==> src/rtl/store_buffer.sv <==
// Posted-write store buffer between the M-stage memory port and a slower handshaked data memory.
// Stores queue in a DEPTH-entry FIFO; loads forward from the newest matching entry or stall for a memory read.
module store_buffer #(
  parameter int DEPTH = 4,
  parameter int AW    = 32
) (
  input  logic                   clk,
  input  logic                   rst,
  input  logic                   MemWriteM,
  input  logic                   MemReadM,
  input  logic [AW-1:0]          ALUOutM,
  input  logic [31:0]            WriteDataM,
  output logic [31:0]            ReadDataM,
  output logic                   StallM,
  output logic                   mem_req,
  output logic                   mem_we,
  output logic [AW-1:0]          mem_addr,
  output logic [31:0]            mem_wdata,
  input  logic                   mem_ack,
  input  logic [31:0]            mem_rdata,
  output logic [1:0]             dbg_state_o,
  output logic [$clog2(DEPTH):0] dbg_count_o
);

  localparam int PW = $clog2(DEPTH);

  typedef enum logic [1:0] {
    S_IDLE   = 2'd0,
    S_WDRAIN = 2'd1,
    S_RREQ   = 2'd2,
    S_RDONE  = 2'd3
  } state_t;

  state_t        state_q;
  logic [PW-1:0] head_q;
  logic [PW-1:0] tail_q;
  logic [PW:0]   count_q;
  logic [AW-3:0] addr_q [DEPTH];
  logic [31:0]   data_q [DEPTH];
  logic [31:0]   rdata_q;
  logic          mem_req_q;
  logic          mem_we_q;
  logic [AW-1:0] mem_addr_q;
  logic [31:0]   mem_wdata_q;

  logic          full;
  logic          push;
  logic          pop;
  logic          hit;
  logic          load_miss;
  logic [31:0]   fwd_data;
  logic [PW-1:0] scan_idx;
  logic [PW:0]   count_d;
  logic [AW-3:0] issue_addr;
  logic [31:0]   issue_data;
  logic          unused_addr_lsb;

  assign unused_addr_lsb = ^ALUOutM[1:0];

  // Scan oldest to newest so the last match, the newest store, wins.
  always_comb begin
    hit      = 1'b0;
    fwd_data = '0;
    scan_idx = '0;
    for (int k = 0; k < DEPTH; k++) begin
      scan_idx = head_q + PW'(k);
      if (((PW+1)'(k) < count_q) && (addr_q[scan_idx] == ALUOutM[AW-1:2])) begin
        hit      = 1'b1;
        fwd_data = data_q[scan_idx];
      end
    end
  end

  assign full      = (count_q == (PW+1)'(DEPTH));
  assign load_miss = MemReadM && !hit;
  assign push      = MemWriteM && !MemReadM && !full;
  // Memory handshake: mem_req with its attributes is held until a one-cycle
  // mem_ack completes it; an ack seen while mem_req is low is ignored.
  assign pop       = (state_q == S_WDRAIN) && mem_req_q && mem_ack;
  assign count_d   = count_q + (PW+1)'(push) - (PW+1)'(pop);

  // An empty buffer issues the store being pushed this cycle directly.
  assign issue_addr = (count_q == '0) ? ALUOutM[AW-1:2] : addr_q[head_q];
  assign issue_data = (count_q == '0) ? WriteDataM      : data_q[head_q];

  always_comb begin
    StallM = 1'b0;
    if (MemReadM) begin
      StallM = !hit && (state_q != S_RDONE);
    end else if (MemWriteM) begin
      StallM = full;
    end
  end

  assign ReadDataM = hit ? fwd_data : rdata_q;

  always_ff @(posedge clk) begin
    if (push) begin
      addr_q[tail_q] <= ALUOutM[AW-1:2];
      data_q[tail_q] <= WriteDataM;
    end
  end

  always_ff @(posedge clk) begin
    if (rst) begin
      state_q     <= S_IDLE;
      head_q      <= '0;
      tail_q      <= '0;
      count_q     <= '0;
      rdata_q     <= '0;
      mem_req_q   <= 1'b0;
      mem_we_q    <= 1'b0;
      mem_addr_q  <= '0;
      mem_wdata_q <= '0;
    end else begin
      count_q <= count_d;
      if (push) begin
        tail_q <= tail_q + PW'(1);
      end
      if (pop) begin
        head_q <= head_q + PW'(1);
      end
      case (state_q)
        S_IDLE: begin
          if ((count_q != '0) || push) begin
            state_q     <= S_WDRAIN;
            mem_req_q   <= 1'b1;
            mem_we_q    <= 1'b1;
            mem_addr_q  <= {issue_addr, 2'b00};
            mem_wdata_q <= issue_data;
          end else if (load_miss) begin
            state_q    <= S_RREQ;
            mem_req_q  <= 1'b1;
            mem_we_q   <= 1'b0;
            mem_addr_q <= {ALUOutM[AW-1:2], 2'b00};
          end
        end
        S_WDRAIN: begin
          if (!mem_req_q) begin
            mem_req_q   <= 1'b1;
            mem_we_q    <= 1'b1;
            mem_addr_q  <= {addr_q[head_q], 2'b00};
            mem_wdata_q <= data_q[head_q];
          end else if (mem_ack) begin
            // Request always drops for a cycle after an ack.
            mem_req_q <= 1'b0;
            if (count_d != '0) begin
              state_q <= S_WDRAIN;
            end else if (load_miss) begin
              state_q <= S_RREQ;
            end else begin
              state_q <= S_IDLE;
            end
          end
        end
        S_RREQ: begin
          if (!mem_req_q) begin
            mem_req_q  <= 1'b1;
            mem_we_q   <= 1'b0;
            mem_addr_q <= {ALUOutM[AW-1:2], 2'b00};
          end else if (mem_ack) begin
            mem_req_q <= 1'b0;
            rdata_q   <= mem_rdata;
            state_q   <= S_RDONE;
          end
        end
        S_RDONE: begin
          state_q <= S_IDLE;
        end
        default: begin
          state_q <= S_IDLE;
        end
      endcase
    end
  end

  assign mem_req     = mem_req_q;
  assign mem_we      = mem_we_q;
  assign mem_addr    = mem_addr_q;
  assign mem_wdata   = mem_wdata_q;
  assign dbg_state_o = state_q;
  assign dbg_count_o = count_q;

endmodule

==> config.mk <==
export PLATFORM = sky130hd
export DESIGN_NAME = store_buffer
export DESIGN_NICKNAME = d
export VERILOG_FILES = /design/src/rtl/store_buffer.sv
export SDC_FILE = /design/constraint.sdc
export NUM_CORES = 1
export LEC_CHECK = 0
export BUFFER_PORTS_ARGS = -buffer_cell sky130_fd_sc_hd__buf_2
export CORE_AREA = 5 5 213 215
export CTS_CLUSTER_DIAMETER = 120
export DETAILED_ROUTE_END_ITERATION = 6
export DIE_AREA = 0 0 218 220
export GPL_TIMING_DRIVEN = 0
export PLACE_DENSITY = 0.69
export SETUP_SLACK_MARGIN = 0.3
export SLEW_MARGIN = 10
export SYNTH_ARGS = -nofsm -noshare
export SYNTH_HDL_FRONTEND = slang
export SYNTH_SLANG_ARGS = --single-unit
export TNS_END_PERCENT = 50
==> constraint.sdc <==
create_clock -name clk -period 5.3 [get_ports clk]
set_input_delay 1.06 -clock clk [delete_from_list [all_inputs] [get_ports clk]]
set_output_delay 1.06 -clock clk [all_outputs]
set_load 0.01 [all_outputs]
# Yosys cells after proc, flatten, opt, wreduce, memory -nomap -nowiden
# Memory sizes are Yosys's and may differ from the RTL's. A register that Yosys moved wholly into a read port is not among the register bits.
# Cells that the tools add are included.
# totals
mem_count,2
elab_cells,111
mem_bits_rw,248
output_inout_bits,104
input_bits,101
register_bits,107
# mem_list
name,depth,width,rd,rd_clocked_by_memory_dff,write_ports,line,source
data_q,4,32,4,1,1,39,logic [31:0] data_q [DEPTH];
addr_q,4,30,4,1,1,38,logic [AW-3:0] addr_q [DEPTH];
# classes
reduce_logical,27
muxes,46
n_eq_ne,17
add_sub_neg,6
order_cmp,4
# op_table
cell,n
two-way mux 32 bit,12
equality test 30 bit,4
case mux 32 bit (3 select lines),1
case mux 32 bit (2 select lines),1
two-way mux 30 bit,1
two-way mux 2 bit,12
two-way mux 1 bit,16
"inequality test 2 bit, second input constant",8
logical AND 1 bit,10
nonzero test 3 bit,3
case mux 2 bit (4 select lines),1
"less-than comparator 1 x 3 -> 1 bit, first input constant",2
"less-than comparator 2 x 3 -> 1 bit, first input constant",2
AND reduction 3 bit,2
AND reduction 5 bit,1
"adder 2 x 1 -> 2 bit, second input constant",2
"adder 2 bit, second input constant",2
"equality test 2 bit, second input constant",2
AND reduction 4 bit,1
nonzero test 2 bit,2
adder 3 x 1 -> 3 bit,1
"equality test 3 bit, second input constant",1
logical NOT 1 bit,3
logical NOT 3 bit,1
9 further kinds,9

# Depth between registers and ports, before layout
# Gate-level depths: netlist (run 1).
# An unclocked memory read counts as a cell.
# depth
ltp_word,14
mapped_depth,16
mapped_depth_nobuf,13

# Worst setup path before layout (run 1)
# OpenSTA, ideal clock, no wires.
# synth_path
path_kind,in2out
from,in ALUOutM[4]
to,out ReadDataM[10]
arrival_time_ns,3.450
path_buffers,4
t_required_ns,4.240
setup_slack_ns,0.790
path_stages,12
path_cell_list,buf_1 > xnor2_1 > or3_1 > a2111oi_0 > nand4_1 > or2_1 > buf_2 > and2_1 > clkbuf_1 > clkbuf_1 > a211oi_1 > o31ai_1
# synth_between
elab_chain_cells,7
elab_cells_between_ends,17
classes_between,eq/ne (4); mux (9); reduce/logical (4)
# synth_rtl
element,line,source
from (decl),11,"input logic [AW-1:0] ALUOutM,"
equality test 30 bit,67,if (((PW+1)'(k) < count_q) && (addr_q[scan_idx] == ALUOutM[AW-1:2])) begin
logical AND 1 bit,67,
two-way mux 32 bit or two-way mux 1 bit (tied branches) (4 in a row),67,
two-way mux 32 bit *,95,assign ReadDataM = hit ? fwd_data : rdata_q;
to (decl),13,"output logic [31:0] ReadDataM,"
# Mark *: on every way between the ends. The rest lies on a longest branch, timed or not.

# Final worst setup path (run 1)
# layout_path
from,reg head_q[0]
to,out ReadDataM[29]
# layout_between
elab_chain_cells,8
elab_cells_between_ends,18
classes_between,add/sub (3); eq/ne (3); mux (7); reduce/logical (3); memory (2)
# layout_rtl
element,line,source
from (decl),35,logic [PW-1:0] head_q;
from (signal assigned),121,head_q <= head_q + PW'(1);
adder 2 x 1 -> 2 bit,66,scan_idx = head_q + PW'(k);
memory read (4 x 30 bit),-,
equality test 30 bit,67,
logical AND 1 bit,67,
two-way mux 32 bit or two-way mux 1 bit (tied branches) (3 in a row),67,
two-way mux 32 bit *,95,
# Marked as above.

==> impl_metrics.env, run 1 <==
export IMPL_die_w_um=218
export IMPL_crit_start="head_q[0]$_SDFFE_PP0P_"
export IMPL_insertion_delay_ns=0.57
export IMPL_grt_first_pass_wirelength_um=110000
export IMPL_hold_path_class="reg -> reg"
export IMPL_crit_path_max_fanout=7
export IMPL_postSynth_asyncResetShare_pct=0
export IMPL_clock_sinks=355
export IMPL_setup_violations=0
export IMPL_viasPerCell=6.74
export IMPL_avgSynthCellArea_sq_um=12.8
export IMPL_clkTransAtPathRegs_ns=0.06
export IMPL_synth_edf_count=248
export IMPL_dp_cells=2467
export IMPL_grt_max_degree=36
export IMPL_synth_cell_area_sq_um=21400
export IMPL_antenna_found_initial=7
export IMPL_drv_cap=0
export IMPL_r2r_end="mem_addr[30]$_SDFFE_PP0P_"
export IMPL_required_ns=4.24
export IMPL_netlist_top_cells_area="edfxtp_1, mux4_2, dfxtp_1"
export IMPL_detail_route_wl_per_cell_um=29.6
export IMPL_cts_made_buffers=41
export IMPL_initial_utilization_pct=49.1
export IMPL_finalSetupTns_ns=0
export IMPL_status="completed"
export IMPL_arrival_ns=4.20
export IMPL_clock_skew_ns=0.0135
export IMPL_ios=205
export IMPL_antenna_left=0
export IMPL_fmax_ghz=0.190
export IMPL_coreArea_sq_um=43500
export IMPL_cts_tree="built"
export IMPL_tightest_slew_ns=1.11
export IMPL_rows=77
export IMPL_io_buffers=199
export IMPL_ys_seq_area_share_pct=44.9
export IMPL_reg2reg_from="head_q[0]$_SDFFE_PP0P_"
export IMPL_die_area_sq_um=48000
export IMPL_critPathLaunchType="register"
export IMPL_drcViolationCount=0
export IMPL_cts_htree_levels=2
export IMPL_worstSetupPathType="reg -> out"
export IMPL_rrSetupSlack_ns=1.44
export IMPL_final_util_pct=59.3
export IMPL_first_pass_iters=6
export IMPL_dr_total_vias=17300
export IMPL_end_kind="output port"
export IMPL_synth_top_area_cell="edfxtp_1"
export IMPL_regArea_sq_um=9590
export IMPL_layout_nets=2054
export IMPL_cellPowerDensity_nw_per_um2=394
export IMPL_cts_hold_fix_buffers=0
export IMPL_synth_seq_cells=355
export IMPL_layout_drive_gt1_share_pct=37.7
export IMPL_final_common_cell="edfxtp_1"
export IMPL_finalMaxSlewViolations=0
export IMPL_p_leak_nw=8.46
export IMPL_synth_ff_type="edfxtp_1"
export IMPL_final_cells=2566
export IMPL_routed_wl_um=75900
export IMPL_synth_cell_types=74
export IMPL_grt_pass1_vias=16700
export IMPL_cts_root_buf="clkbuf_16"
export IMPL_reg2regPathDepth=14
export IMPL_post_dp_hpwl_um=53000
export IMPL_gp_congestion=0.937
export IMPL_final_area_sq_um=25800
export IMPL_multi_input_area_sq_um=11500
export IMPL_finalCritPeriodShare_pct=99.2
export IMPL_yosys_area_top_type_share_pct=34.8
export IMPL_grt_ovfl_total=0
export IMPL_cts_buffer_depth=3
export IMPL_synth_cells=1671
export IMPL_irDropWorstVdd_uv=249
export IMPL_drtIter0Drc=2197
export IMPL_fin_crit_ns=5.26
export IMPL_final_hold_violation_count=0
export IMPL_final_cell_mix="edfxtp_1, buf_2, mux4_2"
export IMPL_rsz0062_at_grt="yes"
export IMPL_synth_warnings=0
export IMPL_crit_path_end="ReadDataM[29]"
export IMPL_grt_total_usage_pct=30.7
export IMPL_fp_dieH_um=220
export IMPL_total_power_w=0.0102
export IMPL_area_growth_pct=20.9
export IMPL_placed_area_sq_um=23200
export IMPL_relSlewSlack_pct=25.9
export IMPL_nFillCells=3463
==> area by class of cell <==
type / count / area share (%)
multi-input cells: 1129 / 44.7
flip-flops and latches: 355 / 37.1
repair buffers: 227 / 5.27
plain buffers: 168 / 4.62
clock buffers: 53 / 4.42
well taps: 592 / 2.87
clock inverters: 22 / 0.731
inverters: 18 / 0.276
diodes: 2 / 0.0194
==> synthesized netlist by cell type (all sizes together), types with 7 or more instances <==
| master | number |
|---|---|
| edfxtp | 248 |
| mux4 | 202 |
| nand2 | 145 |
| dfxtp | 107 |
| clkbuf | 103 |
| xnor2 | 93 |
| nor2 | 84 |
| a21oi | 80 |
| mux2i | 80 |
| buf | 67 |
| a211oi | 63 |
| o21ai | 49 |
| a311oi | 33 |
| nor2b | 33 |
| nor3 | 33 |
| o31ai | 33 |
| a22oi | 32 |
| xor2 | 24 |
| nand4 | 23 |
| inv | 17 |
| ha | 12 |
| nand2b | 9 |
| nand3 | 9 |
| a32oi | 8 |
| and2 | 7 |
| o22ai | 7 |
==> cell families (layout without fill, tap and decap cells) <==
logic type / Yosys count / count (layout) / share of synthesized area, %
xor+xnor: 117 / 117 / 4.79
flops: 355 / 355 / 44.9
mux: 286 / 286 / 25.2
compound gates: 342 / 342 / 12.2
fa+ha+maj: 13 / 13 / 0.796
other cells: 1 / 4 / 0.0175
simple gates: 369 / 369 / 8.02
buf+inv: 188 / 488 / 4.09
==> through the flow <==
step                      worst slack (ns)  hold slack, ns
after floorplan                      0.790           0.437
after global placement              -0.997           0.445
after detailed placement            -0.942           0.451
after CTS                           0.0701           0.459
after global routing                0.0306           0.476
final                               0.0438           0.458
==> power by group <==
| group | switching [W] | internal, W |
|---|---|---|
| Sequential | 0.000243 | 0.00329 |
| Combinational | 0.00246 | 0.00134 |
| Clock | 0.00120 | 0.00163 |
| Total | 0.00391 | 0.00626 |
==> worst min-delay path by stage <==
stage	from	to	slack (ns)	cells after the start
floorplan	rdata_q[0]$_SDFFE_PP0P_	rdata_q[0]$_SDFFE_PP0P_	0.44	2
global placement	rdata_q[31]$_SDFFE_PP0P_	rdata_q[31]$_SDFFE_PP0P_	0.44	2
detailed placement	rdata_q[30]$_SDFFE_PP0P_	rdata_q[30]$_SDFFE_PP0P_	0.45	2
CTS	rdata_q[17]$_SDFFE_PP0P_	rdata_q[17]$_SDFFE_PP0P_	0.46	2
global route	rdata_q[13]$_SDFFE_PP0P_	rdata_q[13]$_SDFFE_PP0P_	0.48	2
finish	rdata_q[13]$_SDFFE_PP0P_	rdata_q[13]$_SDFFE_PP0P_	0.46	2
==> state kept, by name (all words and copies together) (netlist names), named ones only <==
register     count
mem_we           1
dbg_state_o      2
mem_addr        30
addr_q         120
data_q         128
head_q           2
rdata_q         32
mem_wdata       32
mem_req          1
dbg_count_o      3
tail_q           2
==> layer usage <==
| layer | track usage (%) | vias to the layer above | part of all wire, % |
|---|---|---|---|
| li1 | - | 7143 | - |
| met1 | 42.9 | 8716 | 39 |
| met2 | 47.1 | 1217 | 46 |
| met3 | 8.45 | 197 | 12 |
| met4 | 9.50 | 10 | 3.4 |
| met5 | 0 | - | 0.075 |
==> critical path: stages (launching register included) <==
cell and delay [ns]:
dfxtp_2 0.34, buf_12 0.15, mux4_2 0.57, xnor2_4 0.23, nand4_1 0.31, a2111oi_4 0.29
nand4_1 0.28, or2_1 0.32, buf_6 0.15, and2_4 0.14, clkbuf_16 0.17, buf_12 0.15
a211oi_4 0.24, o31ai_2 0.12, buf_2 0.15
==> what timing repair did <==
action,4_1_cts,5_1_grt
resized for setup,176,86
endpoints found under the setup margin,33,33
cloned,2,3
pin swaps,19,13
buffers inserted,12,7
No activity file was read; power rests on OpenSTA's default activity.
==> run 2, diff against run 1 <==
- BUFFER_PORTS_ARGS: -buffer_cell sky130_fd_sc_hd__buf_2 -> not set
- DONT_BUFFER_PORTS: not set -> 1
- PLACE_DENSITY: 0.69 -> not set
==> impl_metrics.env, run 2 (same netlist as run 1, synthesis figures left out) <==
export IMPL_fmax_ghz=0.190
export IMPL_ios=205
export IMPL_crit_start="head_q[0]$_SDFFE_PP0P_"
export IMPL_status="completed"
export IMPL_layout_drive_gt1_share_pct=32.4
export IMPL_viasPerCell=6.86
export IMPL_drtIter0Drc=2050
export IMPL_first_pass_iters=5
export IMPL_final_hold_violation_count=0
export IMPL_top_regs="data_q (128), addr_q (120)"
export IMPL_r2r_end="mem_addr[21]$_SDFFE_PP0P_"
export IMPL_grt_ovfl_total=0
export IMPL_rows=77
export IMPL_routed_wl_um=75500
export IMPL_cts_root_buf="clkbuf_16"
export IMPL_post_dp_hpwl_um=52800
export IMPL_tightest_slew_ns=1.11
export IMPL_arrival_ns=4.19
export IMPL_finalMaxSlewViolations=0
export IMPL_antenna_left=0
export IMPL_worstSetupPathType="reg -> out"
export IMPL_grt_max_degree=42
export IMPL_p_leak_nw=7.78
export IMPL_cts_tree="built"
export IMPL_grt_total_usage_pct=30.9
export IMPL_cts_buffer_depth=3
export IMPL_drcViolationCount=0
export IMPL_rrSetupSlack_ns=1.45
export IMPL_io_buffers=0
export IMPL_gp_congestion=0.983
export IMPL_detail_route_wl_per_cell_um=31.8
export IMPL_cts_made_buffers=43
export IMPL_initial_utilization_pct=49.1
export IMPL_fin_crit_ns=5.25
export IMPL_coreArea_sq_um=43500
export IMPL_clock_skew_ns=0.0257
export IMPL_antenna_found_initial=1
export IMPL_top_register="data_q"
export IMPL_timing_hold_ws_ns=0.457
export IMPL_drv_cap=0
export IMPL_fp_dieH_um=220
export IMPL_hold_depth=2
export IMPL_cellPowerDensity_nw_per_um2=400
export IMPL_cpPeakStageDelay_ns=0.47
export IMPL_die_w_um=218
export IMPL_crit_path_max_fanout=10
export IMPL_grt_first_pass_wirelength_um=109000
export IMPL_finalCritPeriodShare_pct=99.1
export IMPL_clock_sinks=355
export IMPL_die_area_sq_um=48000
export IMPL_end_kind="output port"
export IMPL_rsz0062_at_grt="yes"
export IMPL_reg2reg_from="head_q[0]$_SDFFE_PP0P_"
export IMPL_final_cell_mix="edfxtp_1, mux4_2, nand2_1"
export IMPL_critPathLaunchType="register"
export IMPL_path_cells="buf_8 > buf_12 > buf_16 > buf_4 > buf_6 > mux4_2 > xnor2_1 > o21ai_0 > a2111oi_2 > nand4_4 > clkinvlp_4 > clkbuf_4 > nor3_1 > o31ai_2"
export IMPL_hold_path_class="reg -> reg"
export IMPL_largest_reg_flops=128
export IMPL_relSlewSlack_pct=26.3
export IMPL_irDropWorstVdd_uv=279
export IMPL_total_power_w=0.0101
export IMPL_required_ns=4.24
export IMPL_setup_violations=0
export IMPL_antenna_cells=0
export IMPL_grt_pass1_vias=15900
export IMPL_crit_path_end="ReadDataM[5]"
export IMPL_layout_nets=1865
export IMPL_critPathSlowestCell="a2111oi_2"
export IMPL_final_common_cell="edfxtp_1"
export IMPL_dr_total_vias=16300
export IMPL_area_growth_pct=18.2
export IMPL_insertion_delay_ns=0.59
export IMPL_clkTransAtPathRegs_ns=0.06
export IMPL_reg2regPathDepth=15
export IMPL_cts_htree_levels=2
-- run 2: cell count changes in the layout (fill, tap and decap cells not counted), moves of 7 or more --
cell / before / now
a211oi_1: 9 / 2
o31ai_2: 17 / 10
mux2i_1: 68 / 75
nand2_1: 135 / 122
nor3_1: 23 / 32
buf_2: 210 / 11
o31ai_1: 16 / 2
nand2_2: 8 / 19
a211oi_2: 50 / 43
o31ai_4: 0 / 21
a211oi_4: 4 / 18
nor3_2: 9 / 0
-- run 2: critical path, delay by kind of cell, from the launching register on --
kind,cells,cell delay (ns)
and+or+nand+nor,2,0.40
xor gates and xnor gates,1,0.14
buffers and inverters,7,1.26
muxes,1,0.33
DFF,1,0.34
AOI/OAI and AO/OA,3,1.13
-- run 2: final cells by class --
| type | count | area (sq um) |
|---|---|---|
| multi-input combinational | 1129 | 11900 |
| clock inverter | 24 | 190 |
| tap | 592 | 741 |
| fill | 3556 | 18300 |
| buffer | 170 | 1160 |
| clock buffer | 56 | 1220 |
| timing repair buffer | 34 | 397 |
| inverter | 18 | 71.3 |
| sequential | 355 | 9590 |
-- run 2: stage by stage --
stage / cells / area [sq um] / setup slack, ns / TNS [ns] / utilization, %
CTS: 2368 / 24900 / 0.137 / 0 / 57.3
floorplan: 1672 / 21400 / 0.790 / 0 / -
finish: 2378 / 25300 / 0.0459 / 0 / 58.0
global route: 2378 / 25300 / -0.0150 / -0.0150 / 58.0
global placement: 2264 / 22100 / -1.21 / -37.71 / 50.8
detailed placement: 2268 / 22200 / -1.26 / -36.76 / 51.1
-- run 2: metal layers --
metal / global-route usage, % / wire length, um / vias up
met1: 43.1 / 29300 / 8307
met2: 45.5 / 33600 / 1080
met3: 10.4 / 9820 / 185
li1: - / - / 6750
met4: 10.8 / 2910 / 0
met5: 0 / 0 / -
-- run 2: what timing repair did --
| item | CTS | global route |
|---|---|---|
| gates resized for setup | 260 | 56 |
| setup buffers | 19 | 10 |
| hold buffers | 0 | 0 |
| cloned | 1 | 0 |
| setup endpoints to repair | 65 | 33 |
| pin swaps | 31 | 23 |
-- run 2: worst min path at each step --
stage                     slack [ns]                        to                startpoint
after floorplan                 0.44   rdata_q[0]$_SDFFE_PP0P_   rdata_q[0]$_SDFFE_PP0P_
after global placement          0.45  rdata_q[29]$_SDFFE_PP0P_  rdata_q[29]$_SDFFE_PP0P_
after detailed placement        0.45  rdata_q[31]$_SDFFE_PP0P_  rdata_q[31]$_SDFFE_PP0P_
after CTS                       0.45  rdata_q[31]$_SDFFE_PP0P_  rdata_q[31]$_SDFFE_PP0P_
after global routing            0.47  rdata_q[31]$_SDFFE_PP0P_  rdata_q[31]$_SDFFE_PP0P_
final                           0.46  rdata_q[31]$_SDFFE_PP0P_  rdata_q[31]$_SDFFE_PP0P_
-- run 2: where the power goes --
group,internal [W],total [W],leakage [nW],switching [W]
clock,0.00173,0.00296,0.692,0.00123
sequential,0.00329,0.00369,3.13,0.000394
combinational,0.00120,0.00345,3.96,0.00225
